--- config.mk ---
export PLATFORM = sky130hd
export DESIGN_NAME = vec_mul_sequencer
export DESIGN_NICKNAME = d
export VERILOG_FILES = /design/src/rtl/vec_mul_sequencer.sv
export SDC_FILE = /design/constraint.sdc
export NUM_CORES = 1
export LEC_CHECK = 0
export CORE_MARGIN = 8
export CORE_UTILIZATION = 45
export DETAILED_ROUTE_END_ITERATION = 10
export MAX_ROUTING_LAYER = met4
export PLACE_DENSITY = 0.74
export SYNTH_ARGS = -nofsm -noshare
export SYNTH_HDL_FRONTEND = slang
export SYNTH_SLANG_ARGS = --single-unit
--- constraint.sdc ---
create_clock -name clk -period 2.6 [get_ports clk]
set_input_delay 0.26 -clock clk [delete_from_list [all_inputs] [get_ports clk]]
set_output_delay 0.26 -clock clk [all_outputs]
set_load 0.01 [all_outputs]
--- src/rtl/vec_mul_sequencer.sv ---
// vec_mul_sequencer: time-multiplexes one external combinational multiplier
// across an N_ELEM-element vector pair, buffering the element products and
// accumulating their dot product. One job takes N_ELEM+2 cycles.
module vec_mul_sequencer #(
    parameter  int unsigned N_ELEM = 4,
    parameter  int unsigned DW     = 8,
    localparam int unsigned PW     = 2 * DW,
    localparam int unsigned ACC_W  = 2 * DW + $clog2(N_ELEM)
) (
    input  logic                   clk,
    input  logic                   rst_n,
    input  logic                   start,
    input  logic                   abort,
    input  logic [N_ELEM*DW-1:0]   vec_a,
    input  logic [N_ELEM*DW-1:0]   vec_b,
    output logic [DW-1:0]          mul_a,
    output logic [DW-1:0]          mul_b,
    input  logic [PW-1:0]          mul_p,
    output logic                   busy,
    output logic                   done,
    output logic [N_ELEM*PW-1:0]   prod_vec,
    output logic [ACC_W-1:0]       dot
);

    localparam int unsigned IW = (N_ELEM > 1) ? $clog2(N_ELEM) : 1;
    localparam int unsigned VW = N_ELEM * DW;
    localparam int unsigned BW = N_ELEM * PW;

    typedef enum logic [1:0] {
        S_IDLE = 2'd0,
        S_RUN  = 2'd1,
        S_DONE = 2'd2
    } state_t;

    state_t            r_state,    w_state_nxt;
    logic [VW-1:0]     r_cap_a,    w_cap_a_nxt;
    logic [VW-1:0]     r_cap_b,    w_cap_b_nxt;
    logic [IW-1:0]     r_idx,      w_idx_nxt;
    logic [ACC_W-1:0]  r_acc,      w_acc_nxt;
    logic [BW-1:0]     r_pbuf,     w_pbuf_nxt;
    logic [DW-1:0]     r_mul_a,    w_mul_a_nxt;
    logic [DW-1:0]     r_mul_b,    w_mul_b_nxt;
    logic [BW-1:0]     r_prod_vec, w_prod_nxt;
    logic [ACC_W-1:0]  r_dot,      w_dot_nxt;
    logic              r_busy;
    logic              r_done;
    logic [ACC_W-1:0]  w_sum;

    // State, capture, datapath and output registers; async clear of everything
    always_ff @(posedge clk or negedge rst_n) begin
        if (!rst_n) begin
            r_state    <= S_IDLE;
            r_cap_a    <= '0;
            r_cap_b    <= '0;
            r_idx      <= '0;
            r_acc      <= '0;
            r_pbuf     <= '0;
            r_mul_a    <= '0;
            r_mul_b    <= '0;
            r_prod_vec <= '0;
            r_dot      <= '0;
            r_busy     <= 1'b0;
            r_done     <= 1'b0;
        end else begin
            r_state    <= w_state_nxt;
            r_cap_a    <= w_cap_a_nxt;
            r_cap_b    <= w_cap_b_nxt;
            r_idx      <= w_idx_nxt;
            r_acc      <= w_acc_nxt;
            r_pbuf     <= w_pbuf_nxt;
            r_mul_a    <= w_mul_a_nxt;
            r_mul_b    <= w_mul_b_nxt;
            r_prod_vec <= w_prod_nxt;
            r_dot      <= w_dot_nxt;
            r_busy     <= (w_state_nxt != S_IDLE);
            r_done     <= (w_state_nxt == S_DONE);
        end
    end

    // Next-state and next-register values; operands are pre-loaded one cycle
    // ahead so the registered mul_a/mul_b carry element idx during each RUN cycle
    always_comb begin
        w_state_nxt = r_state;
        w_cap_a_nxt = r_cap_a;
        w_cap_b_nxt = r_cap_b;
        w_idx_nxt   = r_idx;
        w_acc_nxt   = r_acc;
        w_pbuf_nxt  = r_pbuf;
        w_mul_a_nxt = '0;
        w_mul_b_nxt = '0;
        w_prod_nxt  = r_prod_vec;
        w_dot_nxt   = r_dot;
        w_sum       = r_acc + ACC_W'(mul_p);

        case (r_state)
            S_IDLE: begin
                if (start) begin
                    w_state_nxt = S_RUN;
                    w_cap_a_nxt = vec_a;
                    w_cap_b_nxt = vec_b;
                    w_idx_nxt   = '0;
                    w_acc_nxt   = '0;
                    w_mul_a_nxt = vec_a[DW-1:0];
                    w_mul_b_nxt = vec_b[DW-1:0];
                end
            end
            S_RUN: begin
                w_pbuf_nxt[r_idx*PW +: PW] = mul_p;
                w_acc_nxt = w_sum;
                w_idx_nxt = r_idx + IW'(1);
                if (abort) begin
                    w_state_nxt = S_IDLE;
                end else if (r_idx == IW'(N_ELEM - 1)) begin
                    // Publish on the edge that enters DONE, including this last product
                    w_state_nxt = S_DONE;
                    w_prod_nxt  = w_pbuf_nxt;
                    w_dot_nxt   = w_sum;
                end else begin
                    w_mul_a_nxt = r_cap_a[w_idx_nxt*DW +: DW];
                    w_mul_b_nxt = r_cap_b[w_idx_nxt*DW +: DW];
                end
            end
            S_DONE: begin
                w_state_nxt = S_IDLE;
            end
            default: begin
                w_state_nxt = S_IDLE;
            end
        endcase
    end

    assign mul_a    = r_mul_a;
    assign mul_b    = r_mul_b;
    assign busy     = r_busy;
    assign done     = r_done;
    assign prod_vec = r_prod_vec;
    assign dot      = r_dot;

endmodule

# [Word-level counts from Yosys, hierarchy flattened]
# Cells that the tools add are included.
[totals] reg_bits=250 in_bits=84 output_inout_bits=100 word_cells=47
[op_classes] add_sub_neg=3 n_eq_ne=4 shifts=4 muxes=17 n_bitwise=1 reduce_logical=6
[ops] cell="bitwise mux 64 bit" count=1
[ops] cell="variable shift 16 x 34 -> 64 bit, first input constant" count=1
[ops] cell="variable part select 16 x 34 -> 64 bit" count=1
[ops] cell="variable part select 32 x 6 -> 8 bit" count=2
[ops] cell="2-to-1 mux 8 bit" count=6
[ops] cell="case mux 18 bit (2 select lines)" count=1
[ops] cell="negation 6 -> 34 bit" count=1
[ops] cell="case mux 8 bit (2 select lines)" count=2
[ops] cell="adder 18 x 16 -> 18 bit" count=1
[ops] cell="2-to-1 mux 18 bit" count=1
[ops] cell="2-to-1 mux 2 bit" count=4
[ops] cell="case mux 2 bit (2 select lines)" count=2
[ops] cell="== test 2 bit, second input constant" count=2
[ops] cell="AND reduction 2 bit" count=2
[ops] cell="nonzero test 2 bit" count=2
[ops] cell="AND reduction 3 bit" count=1
[ops] cell="adder 2 x 1 -> 2 bit, second input constant" count=1
[ops] cell="== test 2 x 1 -> 1 bit, second input constant" count=1
[ops] cell="zero test 2 bit" count=1
[ops] cell="!= test 2 bit, second input constant" count=1
[ops] cell="inverter 1 bit" count=1

# [Longest topological paths before layout]
[logic_depth] depth_word=5 depth_mapped=8 ltp_nobuf=8

# [Worst setup path after synthesis]
# No wires, ideal clock.
[synth_timing] path_type="register to register" startpoint="register r_acc[0]" endpoint="register r_acc[12]" setup_time_ps=122 arrival_time_ps=2179 slack_ps=300 stages_incl_launch_ff=9 n_path_buf=0 cell_sequence="dfrtp_1 > ha_1 > fa_1 > a211oi_1 > o21ai_1 > o21ai_2 > a21oi_1 > or3_1 > a32o_1"
[synth_via] elab_chain_len=2
[synth_lines] element="start, declared" line_no="39" source="logic [ACC_W-1:0] r_acc, w_acc_nxt;"
[synth_lines] element="start signal, assigned" line_no="69" source="r_acc <= w_acc_nxt;"
[synth_lines] element="adder 18 x 16 -> 18 bit" line_no="93" source="w_sum = r_acc + ACC_W'(mul_p);"
[synth_lines] element="case mux 18 bit (2 select lines)" line_no="95" source="case (r_state)"
# Every way passes these cells.
# A chain may end at the register's enable or synchronous reset.

# [Worst setup path after layout]
[layout_timing] startpoint="register r_idx[1]" endpoint="register r_prod_vec[14], in the netlist prod_vec[14]"
[layout_via] elab_chain_len=3
[layout_lines] element="start, declared" line_no="38" source="logic [IW-1:0] r_idx, w_idx_nxt;"
[layout_lines] element="start signal, assigned" line_no="68" source="r_idx <= w_idx_nxt;"
[layout_lines] element="negation 6 -> 34 bit" line_no="108" source="w_pbuf_nxt[r_idx*PW +: PW] = mul_p;"
[layout_lines] element="variable part select 16 x 34 -> 64 bit or variable shift 16 x 34 -> 64 bit (tied branches)" line_no="108"
[layout_lines] element="bitwise mux 64 bit" line_no="108"
[layout_lines] element="end signal, assigned" line_no="73" source="r_prod_vec <= w_prod_nxt;"
[layout_lines] element="end, declared" line_no="43" source="logic [BW-1:0] r_prod_vec, w_prod_nxt;"
# Parallel ways exist; a longest one is shown, timed or not.

==> metrics.yaml <==
area_delta_synth_final_pct: 30.7
fp.dieH_um: 171
critical_path.max_fanout: 16
cap_violations: 0
grt_overflow: 0
drcViolationCount: 0
grt_pass1_vias: 8044
end_kind: "flop"
min_period_over_period: 0.927
hold_path.class: "in -> async"
cts-root-buf: "clkbuf_16"
finalCriticalPeriod_ns: 2.41
wirelength_um: 28700
synth_nets: 987
status: "finished clean"
die_width_um: 171
r2r_start: "r_idx[1]$_DFFE_PN0P_"
finalCoreUtilization: 0.592
placedCellCount: 1366
reg2regPathDepth: 6
synth_area_mm2: 0.0109
dieArea_mm2: 0.0294
p_leak_uw: 0.00635
antenna_found_initial: 1
fillers: 2015
power_density_mw_per_mm2: 1190
slew_viol_final: 0
grt_usage: 0.200
drive_gt1_frac: 0.182
final_antenna_net_count: 0
placed_area_mm2: 0.0133
r2r_end: "prod_vec[14]$_DFFE_PN0P_"
synth_area_leaders: "dfrtp_1 (57%), a22o_1 (7.6%), mux2_2 (7.6%)"
ys.flop_type: "dfrtp_1"
crit_type: "reg -> reg"
synth_cell_types: 51
hold_viol: 0
start_kind: "flop"
clkTransAtPathRegs_ns: 0.06
seq_area_frac_synth: 0.575
firstDrtPassIters: 4
setup_viol: 0
ys_ff_latch: 250
grt_max_degree: 88
dp_hpwl_um: 19800
clk_latency_ns: 0.53
cts_tree: "yes"
vdd_drop_max_mv: 0.669
synth_top_area_share: 0.575
drt-wirelength-per-cell_um: 20.3
synth_area_per_cell_um2: 12.4
holdBufCountCts: 1
coreArea_mm2: 0.0240
max-clock-path-buffers: 3
cts_buffers: 27
ctsResizeCount: 0
async_flop_share: 1.00
initial_core_util: 0.453
io_buffers: 183
tns_ns: 0
worst_pin_slew_ns: 1.07
syn-instance-count: 880
vias_per_cell: 5.62
clock-skew-final_ns: 0.0115
rsz0062_at_grt: "false"
grt_pass1_wl_um: 45200
ys.warnings.count: 0
nets: 1179
synth-edff-count: 0
rrSetupSlack_ns: 0.19
cts_setup_buffers: 0
place.gp.congestion: 0.884
design_area_mm2: 0.0142
stdcell_count: 1417
clkSinkCount: 250
synth_top_area_cell: "dfrtp_1"
dr_total_vias: 7963
row_count: 57
max_freq_ghz: 0.415
boundaryPins: 184
slew_headroom: 0.285
crit_required_ns: 3.05
cts_htree_levels: 1
worstPathArrival_ns: 2.86
drt-initial-drc-count: 604
state kept, by name, indices dropped and copies added, names as in the netlist:
name,cells
prod_vec,64
done,1
r_state,2
r_pbuf,64
r_idx,2
mul_a,8
mul_b,8
r_cap_b,32
busy,1
dot,18
r_acc,18
r_cap_a,32
power breakdown:
| group | internal [µW] | total, µW | switching, µW |
|---|---|---|---|
| sequential | 5460 | 6380 | 916 |
| clock | 2520 | 4080 | 1560 |
| combinational | 3480 | 6470 | 2990 |
per-layer routing:
| metal | GRT usage | wire length [µm] | share of wire |
|---|---|---|---|
| met1 | 0.256 | 12200 | 0.43 |
| met2 | 0.310 | 13500 | 0.47 |
| met3 | 0.0581 | 2400 | 0.084 |
| met4 | 0.0465 | 622 | 0.022 |
| met5 | - | 0 | 0 |
metrics by stage:
stage                     setup WS (ns)  hold WS, ns  power [µW]
after floorplan                   0.300      -0.0356       10100
after global placement          -0.0681        0.318       12800
after detailed placement        -0.0910        0.323       12900
after CTS                         0.253        0.322       17100
after global routing             0.0296        0.335       17900
final                             0.190        0.333       16900
final cells by class:
cell class	count	area, µm²	share of cell area
Clock buffer	35	746	0.0524
Multi-Input combinational cell	550	4300	0.303
Sequential cell	250	6260	0.440
Timing Repair Buffer	233	2260	0.159
Antenna cell	1	2.50	0.000176
Inverter	10	37.5	0.00264
Clock inverter	14	205	0.0144
Tap cell	324	405	0.0285
critical path, stage by stage, from the launching register on:
cell and delay (ns):
dfrtp_1 0.42, inv_1 0.13, ha_1 0.36, nand2_1 0.15, nor3_2 0.82, a221oi_1 0.29
nor2_1 0.16
worst max path at each step:
stage | start | to
5_1_grt | r_idx[1]$_DFFE_PN0P_ | prod_vec[14]$_DFFE_PN0P_
3_5_place_dp | mul_p[0] | r_acc[12]$_DFFE_PN0P_
2_1_floorplan | r_acc[0]$_DFFE_PN0P_ | r_acc[12]$_DFFE_PN0P_
4_1_cts | r_acc[0]$_DFFE_PN0P_ | r_acc[12]$_DFFE_PN0P_
6_report | r_idx[1]$_DFFE_PN0P_ | prod_vec[14]$_DFFE_PN0P_
3_3_place_gp | mul_p[0] | r_acc[12]$_DFFE_PN0P_
cells in the final DEF, fill, tap and decap left out, types with 3 or more instances in the layout:
cell type          n
o21bai_1           3
nand3_1            4
clkbuf_8           4
a21oi_1           16
o21ai_1            3
buf_4             45
o21ai_0            9
a221oi_1          65
nor2_1           136
mux4_2            16
bufinv_16          5
a31oi_1            4
clkbuf_1           4
and2_1             6
ha_1              22
a22o_1            94
clkdlybuf4s50_1  182
nand2_1           37
buf_12             4
inv_1              6
a21o_1            12
clkbuf_16         27
xor2_1             5
and4_1             3
mux2_2            73
clkinv_2           6
xnor2_1            9
dfrtp_1          250
synthesized netlist by cell type, types with 5 or more instances:
| cell type | count |
|---|---|
| dfrtp_1 | 250 |
| nor2_1 | 136 |
| a22o_1 | 94 |
| mux2_2 | 73 |
| a221oi_1 | 65 |
| nand2_1 | 38 |
| clkbuf_1 | 30 |
| ha_1 | 22 |
| buf_2 | 21 |
| a21oi_1 | 16 |
| buf_1 | 16 |
| mux4_2 | 16 |
| a21o_1 | 12 |
| o21ai_0 | 9 |
| xnor2_1 | 9 |
| and2_1 | 6 |
| inv_1 | 6 |
| xor2_1 | 5 |
logic make-up after synthesis:
family,count (synthesis),share of synthesized area
AND/OR/NAND/NOR,204,0.0818
multiplexers,89,0.109
flip-flops,250,0.575
buffers and inverters,80,0.0308
XOR/XNOR,14,0.0113
AO/OA/AOI/OAI,220,0.165
adder cells (fa/ha/maj),23,0.0271
Power figures use the tool's default switching activity.
